--- config.mk ---
export PLATFORM = sky130hd
export DESIGN_NAME = stopwatch_bcd4
export DESIGN_NICKNAME = d
export VERILOG_FILES = /design/src/rtl/stopwatch_bcd4_pkg.sv /design/src/rtl/stopwatch_bcd4_button_debounce.sv /design/src/rtl/stopwatch_bcd4.sv
export SDC_FILE = /design/constraint.sdc
export NUM_CORES = 1
export LEC_CHECK = 0
export BUFFER_PORTS_ARGS = -buffer_cell sky130_fd_sc_hd__buf_2
export CAP_MARGIN = 30
export CORE_UTILIZATION = 30
export CTS_CLUSTER_DIAMETER = 80
export DETAILED_ROUTE_END_ITERATION = 16
export PLACE_DENSITY = 0.5
export SYNTH_ARGS = -nofsm -noshare
export SYNTH_HDL_FRONTEND = slang
export SYNTH_HIERARCHICAL = 1
export SYNTH_SLANG_ARGS = --single-unit
--- constraint.sdc ---
create_clock -name clock -period 2.47 [get_ports clock]
set_clock_uncertainty 0.15 [all_clocks]
set_input_delay 0.247 -clock clock [delete_from_list [all_inputs] [get_ports clock]]
set_output_delay 0.247 -clock clock [all_outputs]
set_load 0.01 [all_outputs]
--- src/rtl/stopwatch_bcd4_pkg.sv ---
// Shared types and helpers for the stopwatch_bcd4 core.
// State encodings and the 4-digit BCD increment used by the count chain.
package stopwatch_bcd4_pkg;

    typedef enum logic [1:0] {
        ST_IDLE  = 2'd0,
        ST_RUN   = 2'd1,
        ST_PAUSE = 2'd2
    } state_t;

    localparam logic [3:0] BCD_MAX = 4'd9;

    // Returns {carry_out, next}; a digit at or above 9 rolls to 0 and carries.
    function automatic logic [16:0] bcd4_inc(input logic [15:0] v);
        logic [15:0] r;
        logic        c;
        r = v;
        c = 1'b1;
        for (int i = 0; i < 4; i++) begin
            if (c) begin
                if (v[i*4 +: 4] >= BCD_MAX) begin
                    r[i*4 +: 4] = 4'd0;
                end else begin
                    r[i*4 +: 4] = v[i*4 +: 4] + 4'd1;
                    c = 1'b0;
                end
            end
        end
        return {c, r};
    endfunction

endpackage

--- src/rtl/stopwatch_bcd4_button_debounce.sv ---
// Button conditioner: 2-flop synchronizer, stability counter, press pulse.
// Emits one pulse per accepted rising level; releases are silent.
module stopwatch_bcd4_button_debounce #(
    parameter int DEBOUNCE_CYCLES = 1000000
) (
    input  logic i_clk,
    input  logic i_rst,
    input  logic i_btn,
    output logic o_press
);

    localparam int CW = $clog2(DEBOUNCE_CYCLES + 1);

    logic [1:0]    r_sync;
    logic          r_level;
    logic [CW-1:0] r_cnt;
    logic          r_press;

    always_ff @(posedge i_clk) begin
        if (i_rst) begin
            r_sync  <= 2'b00;
            r_level <= 1'b0;
            r_cnt   <= '0;
            r_press <= 1'b0;
        end else begin
            r_sync  <= {r_sync[0], i_btn};
            r_press <= 1'b0;
            if (r_sync[1] == r_level) begin
                r_cnt <= '0;
            end else if (r_cnt == CW'(DEBOUNCE_CYCLES - 1)) begin
                r_level <= r_sync[1];
                r_cnt   <= '0;
                r_press <= r_sync[1];
            end else begin
                r_cnt <= r_cnt + CW'(1);
            end
        end
    end

    assign o_press = r_press;

endmodule

--- src/rtl/stopwatch_bcd4.sv ---
// Stopwatch core: prescaler, start/stop/clear FSM, 4-digit BCD count.
// Define STOPWATCH_LAP_EN to add the btn_lap port and lap hold register.
module stopwatch_bcd4 #(
    parameter int CLK_HZ          = 50000000,
    parameter int TICK_HZ         = 10,
    parameter int DEBOUNCE_CYCLES = 1000000
) (
    input  logic        clock,
    input  logic        reset,
    input  logic        btn_start_stop,
    input  logic        btn_clear,
`ifdef STOPWATCH_LAP_EN
    input  logic        btn_lap,
`endif
    output logic [15:0] digits,
    output logic        running,
    output logic        tick,
    output logic        overflow
);

    import stopwatch_bcd4_pkg::*;

    localparam int DIV = CLK_HZ / TICK_HZ;
    localparam int PW  = (DIV > 1) ? $clog2(DIV) : 1;

    state_t        r_state;
    state_t        w_next;
    logic [PW-1:0] r_presc;
    logic [15:0]   r_count;
    logic [16:0]   w_inc;
    logic          w_ss;
    logic          w_clr;
    logic          w_tick;

    stopwatch_bcd4_button_debounce #(
        .DEBOUNCE_CYCLES(DEBOUNCE_CYCLES)
    ) u_db_ss (
        .i_clk  (clock),
        .i_rst  (reset),
        .i_btn  (btn_start_stop),
        .o_press(w_ss)
    );

    stopwatch_bcd4_button_debounce #(
        .DEBOUNCE_CYCLES(DEBOUNCE_CYCLES)
    ) u_db_clr (
        .i_clk  (clock),
        .i_rst  (reset),
        .i_btn  (btn_clear),
        .o_press(w_clr)
    );

    always_ff @(posedge clock) begin
        if (reset) begin
            r_state <= ST_IDLE;
        end else begin
            r_state <= w_next;
        end
    end

    // In PAUSE clear beats start_stop; in RUN only start_stop matters.
    always_comb begin
        w_next = r_state;
        case (r_state)
            ST_IDLE:  if (w_ss) w_next = ST_RUN;
            ST_RUN:   if (w_ss) w_next = ST_PAUSE;
            ST_PAUSE: begin
                if (w_clr) begin
                    w_next = ST_IDLE;
                end else if (w_ss) begin
                    w_next = ST_RUN;
                end
            end
            default:  w_next = ST_IDLE;
        endcase
    end

    always_comb begin
        running = (r_state == ST_RUN);
    end

    assign w_tick   = (r_state == ST_RUN) && (r_presc == PW'(DIV - 1));
    assign w_inc    = bcd4_inc(r_count);
    assign tick     = w_tick;
    assign overflow = w_tick && w_inc[16];

    // Prescaler only advances in RUN, so PAUSE keeps the partial interval.
    always_ff @(posedge clock) begin
        if (reset || (w_next == ST_IDLE)) begin
            r_presc <= '0;
            r_count <= 16'h0000;
        end else if (r_state == ST_RUN) begin
            if (w_tick) begin
                r_presc <= '0;
                r_count <= w_inc[15:0];
            end else begin
                r_presc <= r_presc + PW'(1);
            end
        end
    end

`ifdef STOPWATCH_LAP_EN
    logic        w_lap;
    logic        r_lap_on;
    logic [15:0] r_hold;

    stopwatch_bcd4_button_debounce #(
        .DEBOUNCE_CYCLES(DEBOUNCE_CYCLES)
    ) u_db_lap (
        .i_clk  (clock),
        .i_rst  (reset),
        .i_btn  (btn_lap),
        .o_press(w_lap)
    );

    always_ff @(posedge clock) begin
        if (reset) begin
            r_lap_on <= 1'b0;
            r_hold   <= 16'h0000;
        end else if (w_next != r_state) begin
            r_lap_on <= 1'b0;
        end else if ((r_state == ST_RUN) && w_lap) begin
            if (r_lap_on) begin
                r_lap_on <= 1'b0;
            end else begin
                r_lap_on <= 1'b1;
                r_hold   <= r_count;
            end
        end
    end

    assign digits = r_lap_on ? r_hold : r_count;
`else
    assign digits = r_count;
`endif

endmodule

---- Word-level counts from Yosys, hierarchy flattened ----
Index checks and enable logic that the tools add are counted.
storage, ports and cells
  bits in registers ....................... 89
  latch bits .............................. 0
  bits in writable memories ............... 0
  bits in read-only memories .............. 0
  bits of input ports ..................... 4
  word-level logic and storage cells ...... 67
  memories ................................ 0
cells by class
  $add $sub $neg .......................... 7
  $mul .................................... 0
  divide/modulo/power cells ............... 0
  magnitude comparators ................... 4
  equality and inequality tests ........... 7
  shifts and indexed selects .............. 0
  multiplexer cells ....................... 16
  bitwise gates (word level) .............. 4
  reduce and logical (&&, ||, !) cells .... 15
operator list
  cell                                            number
  adder 20 x 1 -> 20 bit (second input constant)  2
  == test 20 bit (second input constant)          2
  adder 23 x 1 -> 23 bit (second input constant)  1
  == test 23 bit (second input constant)          1
  two-way mux 23 bit                              1
  adder 4 x 1 -> 4 bit (second input constant)    4
  >= comparator 4 bit (second input constant)     4
  two-way mux 4 bit                               4
  OR reduction 3 bit                              4
  AND reduction 3 bit                             3
  two-way mux 1 bit                               7
  two-way mux 2 bit                               3
  one-hot mux 2 bit (3 select lines)              1
  AND reduction 2 bit                             3
  zero test 2 bit                                 2
  inverter 1 bit                                  4
  == test 1 bit                                   2
  == test 2 x 1 -> 1 bit (second input constant)  1
  == test 2 bit (second input constant)           1
  logical AND 1 bit                               2
  logical OR 1 bit                                1

---- Logic depth before layout (Yosys ltp) ----
  depth after elaboration ................. 6
  mapped depth ............................ 9
  depth with buffers taken out ............ 7

---- Hierarchy ----
Netlist, hierarchy kept.
by module, submodules not included
  module                          times used  cells each  area an instance (um2)  seq. area each (um2)
  stopwatch_bcd4                  1           263         2294.7                  820.8
  stopwatch_bcd4_button_debounce  2           123         1079.8                  480.5

---- Worst setup path after synthesis ----
OpenSTA, ideal clock, no wires.
  path type ............................... register to output
  start ................................... reg r_presc[0]
  end ..................................... out overflow
  arrival time ............................ 1.922 ns
  setup slack ............................. 0.151 ns
  stages on the path, launching flop included .. 10
  path buffers ............................ 2
  cell sequence ........................... dfxtp_1 > ha_1 > and4b_2 > nand2_4 > or3_1 > buf_6 > inv_6 > buf_12 > nand2_1 > nor3_1
between the ends
  word-level cells in the longest chain between the ends .. 3
RTL lines
  element                 line                  source
  from (decl)             stopwatch_bcd4.sv:28  logic [PW-1:0] r_presc;
  from (signal assigned)  stopwatch_bcd4.sv:97  r_presc <= r_presc + PW'(1);
  == test 23 bit          stopwatch_bcd4.sv:82  assign w_tick = (r_state == ST_RUN) && (r_presc == PW'(DIV - 1));
  logical AND 1 bit       stopwatch_bcd4.sv:82
  named net tick          stopwatch_bcd4.sv:17  output logic tick,
  logical AND 1 bit       stopwatch_bcd4.sv:85  assign overflow = w_tick && w_inc[16];
  to (decl)               stopwatch_bcd4.sv:18  output logic overflow
The timed path passes the listed nets, and every way through them passes these cells.

---- Worst setup path in the final report ----
  start ................................... reg r_presc[1]
  end ..................................... out overflow
between the ends
  word-level cells in the longest chain between the ends .. 3
RTL lines
  element            line
  == test 23 bit     stopwatch_bcd4.sv:82
  logical AND 1 bit  stopwatch_bcd4.sv:82
  logical AND 1 bit  stopwatch_bcd4.sv:85
No other way between the ends.

==> reports/metrics.yaml <==
status: "finished, final reports clean"
path_class: "reg2out"
first_iter_violations: 97
clk_path_buf_depth: 2
p_leak_uw: 0.00182
grt_use_total: 0.138
area_delta_synth_final_pct: 21.6
cp-start-kind: "register"
setup_tns_ps: 0
top_usage_layer: "met2"
switching_power_uw: 571
grt_overflow: 0
grt_use_met2: 0.230
yosysUniqueCellTypes: 62
final_nets: 589
die_x_um: 124
pwr-share-clk: 0.489
finalCritPeriodShare: 0.969
drc: 0
grt_max_degree: 22
grt_pass1_wl_um: 16600
clk_latency_ps: 350
p_int_uw: 2280
cpLargestDelayFamily: "simple AND/OR/NAND/NOR gates"
netlist_area_mm2: 0.00445
async_reset_ff_frac: 0
cts-buffers-inserted: 9
final_max_slew_viol_count: 0
drive_gt1_frac: 0.212
drt_first_pass_iters: 4
finalSetupViolCount: 0
hold_ws_ps: 86.4
path_buf_inv: 2
synth_area_leaders: "dfxtp_1 40%, xnor2_1 8.3%, nor2_1 6.6%"
synth_commonest_cells: "89 x dfxtp_1, 78 x nor2_1, 42 x xnor2_1, 37 x nand2_1, 28 x inv_1"
swShare: 0.200
powerDensity_mw_per_mm2: 527
critPathMaxStageDelay_ps: 380
clkTransAtPathRegs_ps: 60
first_global_vias: 3565
syn-num-nets: 528
dp_hpwl_um: 6550
slowest_stage: "or3_4"
ir_worst_vdd_mv: 0.315
h-tree-depth: 3
vias: 3707
slew_headroom: 0.708
maxCapViolCount: 0
avgSynthCellArea_um2: 8.75
ys_ff_latch: 89
die_y_um: 124
synth_top_area_frac: 0.400
io_pins: 23
yosys.cell_count.top_type: "dfxtp_1"
synth_warnings: 6
start_util: 0.306
period_minus_slack_ps: 2390
rows: 44
cts_tree: "built"
coreArea_mm2: 0.0145
clock_sinks: 89
syn_inst: 509
finalHoldViolCount: 0
cp_data_required_time_ps: 2070
arrival_ps: 2000
antenna_found_initial: 0
wl_per_cell_um: 12.7
synth_edf_count: 0
port-buffer-count: 22
path_max_fanout: 3
ys_seq_area_frac: 0.400
gp_congestion: 0.772
dieArea_mm2: 0.0153
postRouteAntennaNets: 0
tightest_slew_ps: 433
antenna_cells: 0
use_met3: 0.0435
root_buffer: "clkbuf_16"
power_frac_seq: 0.504
hold_class: "in2reg"
crit_path_end_kind: "output port"
combPwrFrac: 0.007
gr-usage-met1: 0.166
synth_area_leader_cell: "dfxtp_1"
nFillCells: 1488
vias_per_cell: 4.88
crit_chain: "ha_4 -> and4b_2 -> nand2_4 -> or3_4 -> clkinv_4 -> nand2_2 -> nor3_4 -> buf_2"
max_freq_ghz: 0.418
ys.flop_type: "dfxtp_1"
wl_um: 9630
==> metrics by stage <==
step / utilization / setup slack, ps / cells / power [µW] / cell area (µm²)
finish: 0.373 / 76.9 / 759 / 2860 / 5420
global route: 0.373 / -2.71 / 759 / 2970 / 5420
CTS: 0.366 / 4.90 / 750 / 2930 / 5320
detailed placement: 0.336 / 121 / 723 / 1490 / 4880
global placement: 0.336 / 171 / 723 / 1490 / 4880
floorplan: - / 151 / 509 / 1480 / 4450
==> sequential cells by signal, summed over array words and instances (netlist names) <==
register          cells
u_db_clr/r_sync       2
digits               16
r_presc              23
u_db_ss/o_press       1
u_db_clr/r_level      1
u_db_clr/r_cnt       20
r_state               2
u_db_ss/r_level       1
u_db_ss/r_cnt        20
u_db_ss/r_sync        2
u_db_clr/o_press      1
==> final timing paths <==
check	cells past startpoint	slack, ps	from	endpoint
setup reg to reg	12	160	r_presc[17]$_SDFFE_PP0P_	digits[7]$_SDFFE_PP0P_
hold / removal	2	90	reset	r_state[0]$_SDFF_PP0_
setup / recovery	8	80	r_presc[1]$_SDFFE_PP0P_	overflow
hold reg to reg	1	300	u_db_clr/r_sync[0]$_SDFF_PP0_	u_db_clr/r_sync[1]$_SDFF_PP0_
==> what timing repair did <==
action,4_1_cts,5_1_grt
pin swaps,3,8
hold endpoints to repair,2,0
gates resized for setup,14,11
hold buffers,2,0
buffers inserted,9,9
setup endpoints to repair,2,6
==> layout make-up <==
class / instances / area [µm²] / area share
clock inverters: 4 / 51.3 / 0.00947
well taps: 184 / 230 / 0.0425
flip-flops and latches: 89 / 1800 / 0.332
inverters: 29 / 114 / 0.0210
clock buffers: 12 / 256 / 0.0473
multi-input cells: 382 / 2550 / 0.470
repair buffers: 59 / 418 / 0.0771
==> layout by cell type (no fill, tap or decap), types with 18 or more instances in the layout <==
| cell type | n |
|---|---|
| dfxtp_1 | 78 |
| nor2_1 | 76 |
| xnor2_1 | 42 |
| nand2_1 | 36 |
| buf_4 | 33 |
| inv_1 | 28 |
| nand3_1 | 25 |
| a21oi_1 | 23 |
| buf_2 | 22 |
| nand4_1 | 19 |
| nor3_1 | 18 |
==> cells by family after synthesis <==
family / after synthesis / share of synthesized area
xor gates and xnor gates: 51 / 0.100
and+or+nand+nor: 259 / 0.331
muxes: 4 / 0.00899
DFF: 89 / 0.400
AOI/OAI and AO/OA: 53 / 0.0767
adders and majority gates: 15 / 0.0421
buffers and inverters: 38 / 0.0413
==> layer usage <==
layer | vias to the layer above | part of all wire
met4 | 0 | 0.015
met1 | 1740 | 0.48
met2 | 52 | 0.47
met3 | 13 | 0.035
met5 | - | 0
li1 | 1902 | -
==> power by group through the flow <==
| stage | combinational [µW] | sequential [µW] | clock (µW) |
|---|---|---|---|
| 3_3_place_gp | 18.7 | 1470 | 0 |
| 6_report | 20.7 | 1440 | 1400 |
| 3_5_place_dp | 18.8 | 1470 | 0 |
| 2_1_floorplan | 9.37 | 1470 | 0 |
| 4_1_cts | 21.2 | 1440 | 1460 |
| 5_1_grt | 23.0 | 1440 | 1510 |
(Power assumes the default switching activity.)
